### src/rtl/sram_port_if.sv
// sram_port_if
//   One requester's req/gnt/rvalid bus into the SRAM port arbiter.
//   Signals:
//     req    requester -> arbiter  request, held until granted
//     gnt    arbiter -> requester  request accepted this cycle
//     we     requester -> arbiter  1 = write, 0 = read
//     be     requester -> arbiter  byte enables, be[k] covers data[8k+7:8k]
//     addr   requester -> arbiter  byte address
//     wdata  requester -> arbiter  write data
//     rvalid arbiter -> requester  response valid, one cycle after gnt
//     rdata  arbiter -> requester  read data, valid with rvalid on a read
//   Modports: master = requester side, slave = arbiter side.
interface sram_port_if;
    logic        req;
    logic        gnt;
    logic        we;
    logic [3:0]  be;
    logic [23:0] addr;
    logic [31:0] wdata;
    logic        rvalid;
    logic [31:0] rdata;

    modport master (
        output req, we, be, addr, wdata,
        input  gnt, rvalid, rdata
    );

    modport slave (
        input  req, we, be, addr, wdata,
        output gnt, rvalid, rdata
    );
endinterface

### src/rtl/sram_port_arbiter.sv
// sram_port_arbiter
//   Shares one 1024x32 SRAM macro between two requesters (port 0: CPU
//   peripheral bus, port 1: fabric user logic). Arbitrates every cycle,
//   drives the SRAM pins for the winner and routes the read data back one
//   cycle later to whichever port was granted.
//   Ports:
//     clk_i        clock, all state on the rising edge
//     rst_ni       asynchronous active-low reset
//     p0, p1       requester buses (sram_port_if, slave side)
//     sram_addr_o  SRAM word address
//     sram_bm_o    SRAM bit mask, expanded from the byte enables
//     sram_din_o   SRAM write data
//     sram_men_o   SRAM memory enable
//     sram_wen_o   SRAM write enable
//     sram_ren_o   SRAM read enable
//     sram_dout_i  SRAM read data, valid one cycle after a read access
//   Parameters:
//     ROUND_ROBIN  1: alternate between ports under contention; 0: port 0 wins
//     ADDR_LSB     byte address bit used as word address bit 0
module sram_port_arbiter #(
    parameter bit          ROUND_ROBIN = 1'b1,
    parameter int unsigned ADDR_LSB    = 2
) (
    input  logic        clk_i,
    input  logic        rst_ni,
    sram_port_if.slave  p0,
    sram_port_if.slave  p1,
    output logic [9:0]  sram_addr_o,
    output logic [31:0] sram_bm_o,
    output logic [31:0] sram_din_o,
    output logic        sram_men_o,
    output logic        sram_wen_o,
    output logic        sram_ren_o,
    input  logic [31:0] sram_dout_i
);

    logic        last_q;
    logic        resp_port_q;
    logic        resp_we_q;
    logic        rvalid_q;

    logic        win1;
    logic        grant;
    logic        sel_we;
    logic [3:0]  sel_be;
    logic [23:0] sel_addr;
    logic [31:0] sel_wdata;

    // Winner selection. When both ports request, round-robin hands the
    // access to the port that did not win last; otherwise port 0 has priority.
    always_comb begin
        win1 = 1'b0;
        if (p0.req && p1.req) begin
            win1 = ROUND_ROBIN ? (last_q == 1'b0) : 1'b0;
        end else begin
            win1 = p1.req;
        end
    end

    // Grants are suppressed while reset is held, so no access is issued.
    assign grant = rst_ni && (p0.req || p1.req);

    assign p0.gnt = grant && !win1;
    assign p1.gnt = grant && win1;

    assign sel_we    = win1 ? p1.we    : p0.we;
    assign sel_be    = win1 ? p1.be    : p0.be;
    assign sel_addr  = win1 ? p1.addr  : p0.addr;
    assign sel_wdata = win1 ? p1.wdata : p0.wdata;

    // SRAM pins: the access goes out in the grant cycle; idle pins are all zero.
    always_comb begin
        sram_addr_o = '0;
        sram_bm_o   = '0;
        sram_din_o  = '0;
        sram_men_o  = 1'b0;
        sram_wen_o  = 1'b0;
        sram_ren_o  = 1'b0;
        if (grant) begin
            sram_men_o  = 1'b1;
            sram_wen_o  = sel_we;
            sram_ren_o  = !sel_we;
            sram_addr_o = sel_addr[ADDR_LSB+9:ADDR_LSB];
            sram_din_o  = sel_wdata;
            for (int k = 0; k < 4; k++) begin
                sram_bm_o[8*k +: 8] = {8{sel_be[k]}};
            end
        end
    end

    // Response tracking: remember who was granted and whether it was a
    // write, so the following cycle can steer rvalid/rdata to that port.
    always_ff @(posedge clk_i or negedge rst_ni) begin
        if (!rst_ni) begin
            last_q      <= 1'b1;
            resp_port_q <= 1'b0;
            resp_we_q   <= 1'b0;
            rvalid_q    <= 1'b0;
        end else if (grant) begin
            last_q      <= win1;
            resp_port_q <= win1;
            resp_we_q   <= sel_we;
            rvalid_q    <= 1'b1;
        end else begin
            rvalid_q    <= 1'b0;
        end
    end

    // Write responses carry zero data; only a read passes SRAM DOUT through.
    assign p0.rvalid = rvalid_q && !resp_port_q;
    assign p1.rvalid = rvalid_q && resp_port_q;
    assign p0.rdata  = (p0.rvalid && !resp_we_q) ? sram_dout_i : '0;
    assign p1.rdata  = (p1.rvalid && !resp_we_q) ? sram_dout_i : '0;

endmodule

### src/flat_wrapper.sv
// flat-port wrapper written by rule: the top's interface ports become plain ports
module sram_port_arbiter_flat 
#(
    parameter bit          ROUND_ROBIN = 1'b1,
    parameter int unsigned ADDR_LSB    = 2
)
  (clk_i, rst_ni, sram_addr_o, sram_bm_o, sram_din_o, sram_men_o, sram_wen_o, sram_ren_o, sram_dout_i, p0_req, p0_we, p0_be, p0_addr, p0_wdata, p0_gnt, p0_rvalid, p0_rdata, p1_req, p1_we, p1_be, p1_addr, p1_wdata, p1_gnt, p1_rvalid, p1_rdata);
  sram_port_if p0_i ();
  sram_port_if p1_i ();
  input  logic clk_i;
  input  logic rst_ni;
  output logic [9:0] sram_addr_o;
  output logic [31:0] sram_bm_o;
  output logic [31:0] sram_din_o;
  output logic sram_men_o;
  output logic sram_wen_o;
  output logic sram_ren_o;
  input  logic [31:0] sram_dout_i;
  input wire logic [$bits(p0_i.req)-1:0] p0_req;
  input wire logic [$bits(p0_i.we)-1:0] p0_we;
  input wire logic [$bits(p0_i.be)-1:0] p0_be;
  input wire logic [$bits(p0_i.addr)-1:0] p0_addr;
  input wire logic [$bits(p0_i.wdata)-1:0] p0_wdata;
  output wire logic [$bits(p0_i.gnt)-1:0] p0_gnt;
  output wire logic [$bits(p0_i.rvalid)-1:0] p0_rvalid;
  output wire logic [$bits(p0_i.rdata)-1:0] p0_rdata;
  input wire logic [$bits(p1_i.req)-1:0] p1_req;
  input wire logic [$bits(p1_i.we)-1:0] p1_we;
  input wire logic [$bits(p1_i.be)-1:0] p1_be;
  input wire logic [$bits(p1_i.addr)-1:0] p1_addr;
  input wire logic [$bits(p1_i.wdata)-1:0] p1_wdata;
  output wire logic [$bits(p1_i.gnt)-1:0] p1_gnt;
  output wire logic [$bits(p1_i.rvalid)-1:0] p1_rvalid;
  output wire logic [$bits(p1_i.rdata)-1:0] p1_rdata;
  assign p0_i.req = p0_req;
  assign p0_i.we = p0_we;
  assign p0_i.be = p0_be;
  assign p0_i.addr = p0_addr;
  assign p0_i.wdata = p0_wdata;
  assign p0_gnt = p0_i.gnt;
  assign p0_rvalid = p0_i.rvalid;
  assign p0_rdata = p0_i.rdata;
  assign p1_i.req = p1_req;
  assign p1_i.we = p1_we;
  assign p1_i.be = p1_be;
  assign p1_i.addr = p1_addr;
  assign p1_i.wdata = p1_wdata;
  assign p1_gnt = p1_i.gnt;
  assign p1_rvalid = p1_i.rvalid;
  assign p1_rdata = p1_i.rdata;
  sram_port_arbiter #(.ROUND_ROBIN(ROUND_ROBIN), .ADDR_LSB(ADDR_LSB)) u_core (.clk_i(clk_i), .rst_ni(rst_ni), .p0(p0_i), .p1(p1_i), .sram_addr_o(sram_addr_o), .sram_bm_o(sram_bm_o), .sram_din_o(sram_din_o), .sram_men_o(sram_men_o), .sram_wen_o(sram_wen_o), .sram_ren_o(sram_ren_o), .sram_dout_i(sram_dout_i));
endmodule
### config.mk
export PLATFORM = sky130hd
export DESIGN_NAME = sram_port_arbiter_flat
export DESIGN_NICKNAME = d
export VERILOG_FILES = /design/src/rtl/sram_port_if.sv /design/src/rtl/sram_port_arbiter.sv /design/src/flat_wrapper.sv
export SDC_FILE = /design/constraint.sdc
export NUM_CORES = 1
export LEC_CHECK = 0
export ABC_AREA = 1
export ABC_CLOCK_PERIOD_IN_PS = 1900
export CAP_MARGIN = 15
export CORE_AREA = 2 2 116 118
export DETAILED_ROUTE_END_ITERATION = 12
export DIE_AREA = 0 0 118 120
export PLACE_DENSITY = 0.54
export SLEW_MARGIN = 15
export SYNTH_ARGS = -nofsm -noshare
export SYNTH_HDL_FRONTEND = slang
export SYNTH_SLANG_ARGS = --single-unit
### constraint.sdc
create_clock -name clk_i -period 1.9 [get_ports clk_i]
set_input_delay 0.285 -clock clk_i [delete_from_list [all_inputs] [get_ports clk_i]]
set_output_delay 0.285 -clock clk_i [all_outputs]
set_load 0.05 [all_outputs]
# --- Word level (Yosys, flattened, before mapping) ---
# Index checks and enable logic that the tools add are counted.
totals:
  ff_bits: 4
  input_bits: 158
  out_inout_bits: 145
  wordCells: 31
op_classes:
  reduce_logical: 13
  muxes: 13
  bitwise: 1
ops:
  columns: ["operator", "count"]
  rows:
  - ["$mux 32", 5]
  - ["$mux 12", 1]
  - ["$mux 10", 1]
  - ["$logic_and 1x1->1", 8]
  - ["$mux 1", 5]
  - ["$logic_not 1->1", 4]
  - ["$mux 4", 1]
  - ["$logic_or 1x1->1", 1]
  - ["$not 1->1", 1]

# --- Depth between registers and ports, before layout ---
# Gate-level depths: netlist (run 1).
logic_depth:
  ltp_word: 5
  ltp_mapped: 7
  ltp_nobuf: 5

# --- Least setup slack after synthesis (run 1) ---
# OpenSTA, ideal clock, no wires.
synth_timing:
  kind: "register to output"
  startpoint: "register u_core.resp_port_q"
  endpoint: "output p0_rdata[10]"
  slack_ps: -563
  path_buffers: 1
  arrival_ps: 2178
  stages_incl_launch_ff: 5
  required_ps: 1615
  path_cell_list: "dfrtp_1 > nor2_1 > nand2_1 > buf_2 > nor2_1"
synth_between:
  elab_chain_cells: 4
synth_rtl:
  columns: ["item", "line", "source"]
  rows:
  - ["from (decl)", "sram_port_arbiter.sv:38", "logic resp_port_q;"]
  - ["from (signal assigned)", "sram_port_arbiter.sv:101", "resp_port_q <= win1;"]
  - ["$logic_not 1->1", "sram_port_arbiter.sv:110", "assign p0.rvalid = rvalid_q && !resp_port_q;"]
  - ["$logic_and 1x1->1", "sram_port_arbiter.sv:110", null]
  - ["via p0_rvalid", "flat_wrapper.sv:25", "output wire logic [$bits(p0_i.rvalid)-1:0] p0_rvalid;"]
  - ["$logic_and 1x1->1", "sram_port_arbiter.sv:112", "assign p0.rdata = (p0.rvalid && !resp_we_q) ? sram_dout_i : '0;"]
  - ["$mux 32", "sram_port_arbiter.sv:112", null]
  - ["to (decl)", "flat_wrapper.sv:26", "output wire logic [$bits(p0_i.rdata)-1:0] p0_rdata;"]
# The timed path passes the listed nets, and every way through them passes these cells.

# --- Worst setup path after layout (run 1) ---
layout_timing:
  startpoint: "register u_core.last_q"
  endpoint: "output sram_din_o[21]"
layout_between:
  elab_chain_cells: 4
layout_rtl:
  columns: ["item", "line", "source"]
  rows:
  - ["from (decl)", "sram_port_arbiter.sv:37", "logic last_q;"]
  - ["from (signal assigned)", "sram_port_arbiter.sv:100", "last_q <= win1;"]
  - ["$not 1->1", "sram_port_arbiter.sv:54", "win1 = ROUND_ROBIN ? (last_q == 1'b0) : 1'b0;"]
  - ["$mux 1", "sram_port_arbiter.sv:53", "if (p0.req && p1.req) begin"]
  - ["$mux 32", "sram_port_arbiter.sv:69", "assign sel_wdata = win1 ? p1.wdata : p0.wdata;"]
  - ["$mux 32", "sram_port_arbiter.sv:79", "if (grant) begin"]
  - ["to (decl)", "flat_wrapper.sv:14", "output logic [31:0] sram_din_o;"]
# No other way between the ends.

==> out/qor.yml, run 1 <==
arrival_ps: 1580
core.rowCount: 42
worstMarginPinSlew_ps: 341
synth_cell_types: 12
critPathLaunchType: "flip-flop"
critPathRequiredTime_ps: 1620
synth_area_mm2: 0.00150
drive_gt1_share_pct: 48.2
cts_buffers: 3
final_antenna_net_count: 0
r2r_start: "u_core.last_q"
period_minus_slack_ps: 1860
syn_area_per_cell_um2: 4.73
core_area_mm2: 0.0130
ys_seq_area_share_pct: 6.76
hold_viol: 0
synthTopCellsByArea: "nand2_1, buf_4, nor2_1, nand3_1, inv_1"
htreeDepth: 1
synth_edf_count: 0
drtIter0Drc: 80
gp_congestion: 0.799
end_kind: "primary output"
ys_ff_latch: 4
yosysTopAreaCell: "nand2_1"
crit_path_cell_trace: "nand2_4 -> nand2_4 -> buf_8 -> buf_12 -> nand3_1 -> nand2_2 -> buf_12"
firstDrtPassIters: 4
synth_top_cell_area_share_pct: 26.0
synthTopCellsByCount: "nand2_1, nor2_1, nand3_1, inv_1, buf_4"
initial_core_util_pct: 11.5
cts_tree: "built"
maxSlewHeadroom_pct: 77.3
ff2ff_setup_slack_ps: 610
grt_antenna_before_repair: 0
fmax_ghz: 0.537
synth_warnings: 0
drc: 0
die_w_um: 118
fin_util_pct: 49.6
crit_path_top_delay_cell: "dfstp_2"
synthArstFlopShare_pct: 100
first_global_vias: 3028
grt_max_degree: 33
routed_wire_length_per_instance_um: 13.7
area_growth_pct: 329
avgViaCountPerCell: 3.85
peakVddDrop_uv: 253
period_share_pct: 97.9
port_buffers: 274
p_leak_uw: 0.00293
syn-num-nets: 475
die_area_mm2: 0.0142
clock_latency_ps: 230
fin_nets: 736
antenna_cells: 0
holdCritPathClass: "input port to asynchronous set/reset pin"
track_usage_pct: 13.7
cts_root_buf: "clkbuf_16"
r2r-end: "u_core.resp_we_q"
outcome: "completed"
grt_setup_unrepaired: "yes"
setup_viol: 0
yosysMostFrequentCell: "nand2_1"
ff2ff_path_depth: 7
wl_um: 10300
pin_count: 303
die_height_um: 120
finalMaxSlewViolations: 0
timing.hold.ws_ps: 4.07
vias: 2900
syn_inst: 317
cts_max_path_buffers: 2
path_max_fanout: 11
synth_ff_type: "dfrtp_1"
grt_pass1_wl_um: 15500
fill_cells: 1233
maxCapViolCount: 0
globalRouteOverflowTotal: 0
clock-sinks: 4
hold_buffers: 0
cpPeakStageDelay_ps: 550
clk_pin_slew_worst_paths_ps: 30
power.density_mw_per_mm2: 438
crit_type: "flip-flop to primary output"
dp_hpwl_um: 8680
finClkSkew_ps: 0.823
## registers in the layout, indices dropped and copies added (netlist names)
name,count
u_core.rvalid_q,1
u_core.resp_port_q,1
u_core.last_q,1
u_core.resp_we_q,1
## layout by cell type (no fill, tap or decap), types with 4 or more instances in the layout
cell type / instances
clkbuf_16: 4
nand2_2: 37
nand3_2: 5
inv_1: 41
nand3_1: 42
nor2_1: 33
buf_4: 14
clkdlybuf4s50_1: 126
nor2_2: 33
nand2_4: 17
nand2_1: 50
buf_12: 155
## report_power, final
part | internal (uW) | switching (uW)
clock network | 278 | 65.9
logic | 1150 | 1220
registers | 98.0 | 8.32
## logic make-up (layout without fill, tap and decap cells)
family          Yosys count  after routing  share of synthesized area (%)
simple gates            221            221                           59.7
flops                     4              4                           6.76
buf+inv                  91            351                           33.2
compound gates            1              1                          0.334
## per-layer routing
metal | up-vias | wire length (um) | GRT usage (%)
li1 | 1433 | - | -
met1 | 1304 | 3470 | 13.5
met2 | 157 | 5810 | 27.5
met3 | 6 | 898 | 3.99
met4 | 0 | 110 | 3.46
met5 | - | 0 | 0
## timing repair
action                     in CTS  in global routing
pin swaps                      15                 11
resized for setup              64                 27
setup endpoints to repair      76                 63
cloned                          1                  1
buffers inserted                8                  0
hold endpoints to repair        0                  0
## through the flow
| step | TNS (ps) | cell area, um2 | cells | setup WS, ps | power [uW] |
|---|---|---|---|---|---|
| global route | -20.8 | 6430 | 753 | -7.18 | 2920 |
| CTS | -1580 | 6330 | 755 | -40.2 | 2820 |
| global placement | -3300 | 6000 | 743 | -75.2 | 2380 |
| floorplan | -8780 | 1600 | 317 | -147 | 1140 |
| detailed placement | -4490 | 6000 | 743 | -99.4 | 2400 |
| finish | 0 | 6430 | 753 | 39.0 | 2820 |
## worst max-delay path, delay by kind of cell, from the launching register on
| family | cells | cell delay, ps |
|---|---|---|
| AND/OR/NAND/NOR | 4 | 380 |
| flip-flops | 1 | 550 |
| buffers and inverters | 3 | 420 |
## worst max path at each step
stage                       start              to  cells after the start
2_1_floorplan  u_core.resp_port_q    p1_rdata[10]                      5
3_3_place_gp               p0_req    sram_bm_o[4]                      8
3_5_place_dp               p0_req   sram_bm_o[27]                      8
4_1_cts             u_core.last_q  sram_din_o[22]                      9
5_1_grt             u_core.last_q  sram_din_o[21]                      7
6_report            u_core.last_q  sram_din_o[21]                      7
## final cells by class
| cell class | instances | area [um2] | area share [%] |
|---|---|---|---|
| flip-flops and latches | 4 | 101 | 1.57 |
| repair buffers | 305 | 4620 | 71.7 |
| well taps | 176 | 220 | 3.42 |
| multi-input cells | 222 | 1260 | 19.6 |
| clock buffers | 4 | 78.8 | 1.22 |
| inverters | 42 | 158 | 2.45 |
Power figures use the tool's default switching activity.
==> run 2, diff against run 1 <==
- ABC_CLOCK_PERIOD_IN_PS: 1900 -> 2400
- CORE_AREA: 2 2 116 118 -> 2 2 117 119
- DIE_AREA: 0 0 118 120 -> 0 0 119 121
- PLACE_DENSITY: 0.54 -> 0.53
- clock period: 1.9 -> 2.4 ns (I/O delays scaled with it)
==> run 2 against run 1 <==
Via count is 3.0% lower. First-iteration DRC count is 3.8% lower. Core utilization is 4.9 points lower. Sequential cell count stayed put. Cell area is 9.1% lower. Critical path depth stayed put. Wire length is 8.0% lower. Largest power group unchanged. Register-to-register slack better by 410 ps.
==> out/qor.yml, run 2 (same netlist as run 1, synthesis figures left out) <==
critPathLaunchType: "input port"  # was flip-flop
final_antenna_net_count: 0  # unchanged
cts-resized-gates: 0  # was 64
firstDrtPassIters: 4  # unchanged
hold-path-cell-count: 2
cts_root_buf: "clkbuf_16"  # unchanged
power_uw: 2090  # was 2820 uW
outcome: "completed"  # unchanged
period_minus_slack_ps: 2250
fill_cells: 1260  # was 1233
hold_viol: 0  # unchanged
fin_nets: 720  # was 736
drive_gt1_share_pct: 29.6  # was 48.2%
mostFrequentLayoutCells: "buf_12, clkdlybuf4s50_1, nand2_1, nor2_1, nand3_1"  # was buf_12, clkdlybuf4s50_1, nand2_1, nand3_1, inv_1
clock-sinks: 4  # unchanged
antenna_cells: 0  # unchanged
drc: 0  # unchanged
avgViaCountPerCell: 3.82  # was 3.85
die_height_um: 121  # was 120 um
startpoint: "rst_ni"  # was u_core.last_q
drtIter0Drc: 77  # was 80
clkPwrFrac_pct: 12.9  # was 12.2%
period_share_pct: 93.7
setup_tns_ps: 0  # unchanged
fin_cells: 737  # was 753
routed_wire_length_per_instance_um: 12.8  # was 13.7 um
critPathRequiredTime_ps: 2040  # was 1620 ps
wl_um: 9470  # was 10300 um
grt_setup_unrepaired: "no"  # was yes
setup_ws_ps: 151  # was 39.0 ps
grt_antenna_before_repair: 0  # unchanged
pin_count: 303  # unchanged
end_kind: "primary output"  # unchanged
cts_tree: "built"  # unchanged
cts_max_path_buffers: 2  # unchanged
maxCapViolCount: 0  # unchanged
core.rowCount: 42  # unchanged
finClkSkew_ps: 0.209  # was 0.823 ps
crit_type: "input port to primary output"  # was flip-flop to primary output
dp_slack_ps: 152  # was -99.4 ps
fmax_ghz: 0.445
grt_pass1_wl_um: 14100  # was 15500 um
hold_buffers: 0  # unchanged
finalMaxSlewViolations: 0  # unchanged
globalRouteOverflowTotal: 0  # unchanged
first_global_vias: 2672  # was 3028
track_usage_pct: 12.3  # was 13.7%
htreeDepth: 1  # unchanged
final-seq-area_um2: 101  # unchanged
pwr-share-comb_pct: 83.1  # was 84.0%
initial_core_util_pct: 11.5  # about the same
cts_setup_buffers: 0  # was 8
port_buffers: 274  # unchanged
p_int_uw: 1140  # was 1530 uW
p_switching_uw: 959  # was 1290 uW
core_area_mm2: 0.0131  # was 0.0130 mm2
path_max_fanout: 21  # was 11
setup_viol: 0  # unchanged
arrival_ps: 1890  # was 1580 ps
power.density_mw_per_mm2: 358  # was 438 mW/mm2
p_leak_uw: 0.00270  # was 0.00293 uW
clock_latency_ps: 230  # about the same
peakVddDrop_uv: 181  # was 253 uV
die_w_um: 119  # was 118 um
place_inst: 733  # was 743
r2r_start: "u_core.last_q"  # unchanged
multiInputGateArea_um2: 915  # was 0.00126 mm2
dp_hpwl_um: 8480  # was 8680 um
area_growth_pct: 290  # was 329%
maxSlewHeadroom_pct: 63.0  # was 77.3%
ff2ff_path_depth: 6  # was 7
die_area_mm2: 0.0144  # was 0.0142 mm2
worstMarginPinSlew_ps: 553  # was 341 ps
gp_congestion: 0.800  # was 0.799
min_from: "u_core.last_q"
final_common_cell: "buf_12"  # unchanged
holdCritPathClass: "flip-flop to flip-flop"  # was input port to asynchronous set/reset pin
clk_pin_slew_worst_paths_ps: 30  # about the same
grt_max_degree: 33  # unchanged
cts_buffers: 3  # unchanged
p_sw_share_pct: 45.8  # was 45.9%
seqPwrFrac_pct: 4.0  # was 3.8%
vias: 2812  # was 2900
run 2: per-layer routing:
layer | vias up | global-route usage (%) | wire length [um]
met5 | - | 0 | 0
met4 | 0 | 2.83 | 147
met3 | 10 | 4.70 | 1050
met2 | 170 | 24.2 | 5090
met1 | 1234 | 12.0 | 3190
li1 | 1398 | - | -
run 2: area by class of cell:
type | count | share of cell area [%]
Multi-Input combinational cell | 222 | 15.6
Tap cell | 176 | 3.77
Sequential cell | 4 | 1.73
Timing Repair Buffer | 289 | 74.8
Inverter | 42 | 2.70
Clock buffer | 4 | 1.35
run 2: worst paths after layout:
kind | to | slack, ps
min | u_core.last_q | 490
min reg2reg | u_core.last_q | 490
max reg2reg | u_core.resp_we_q | 1020
max | sram_ren_o | 150
max in group asynchronous | u_core.last_q | 1710
min in group asynchronous | u_core.rvalid_q | 500
run 2: worst max-delay path, stage by stage:
cell             delay, ps
clkdlybuf4s50_1        530
inv_1                  140
nor2_4                 170
buf_12                 160
inv_1                  110
a21oi_1                240
buf_12                 180
run 2: power by group through the flow:
stage               clock (uW)  sequential [uW]  combinational [uW]
floorplan                    0             82.0                 801
global placement             0             84.1                1740
detailed placement           0             84.3                1760
CTS                        275             83.9                1760
global route               280             85.5                1810
finish                     270             84.0                1740
run 2: stage by stage:
stage | cell area (um2) | utilization, % | hold WS [ps]
after floorplan | 1500 | - | 64.4
after global placement | 5770 | 44.1 | 470
after detailed placement | 5770 | 44.1 | 478
after CTS | 5850 | 44.7 | 482
after global routing | 5850 | 44.7 | 504
final | 5850 | 44.7 | 485
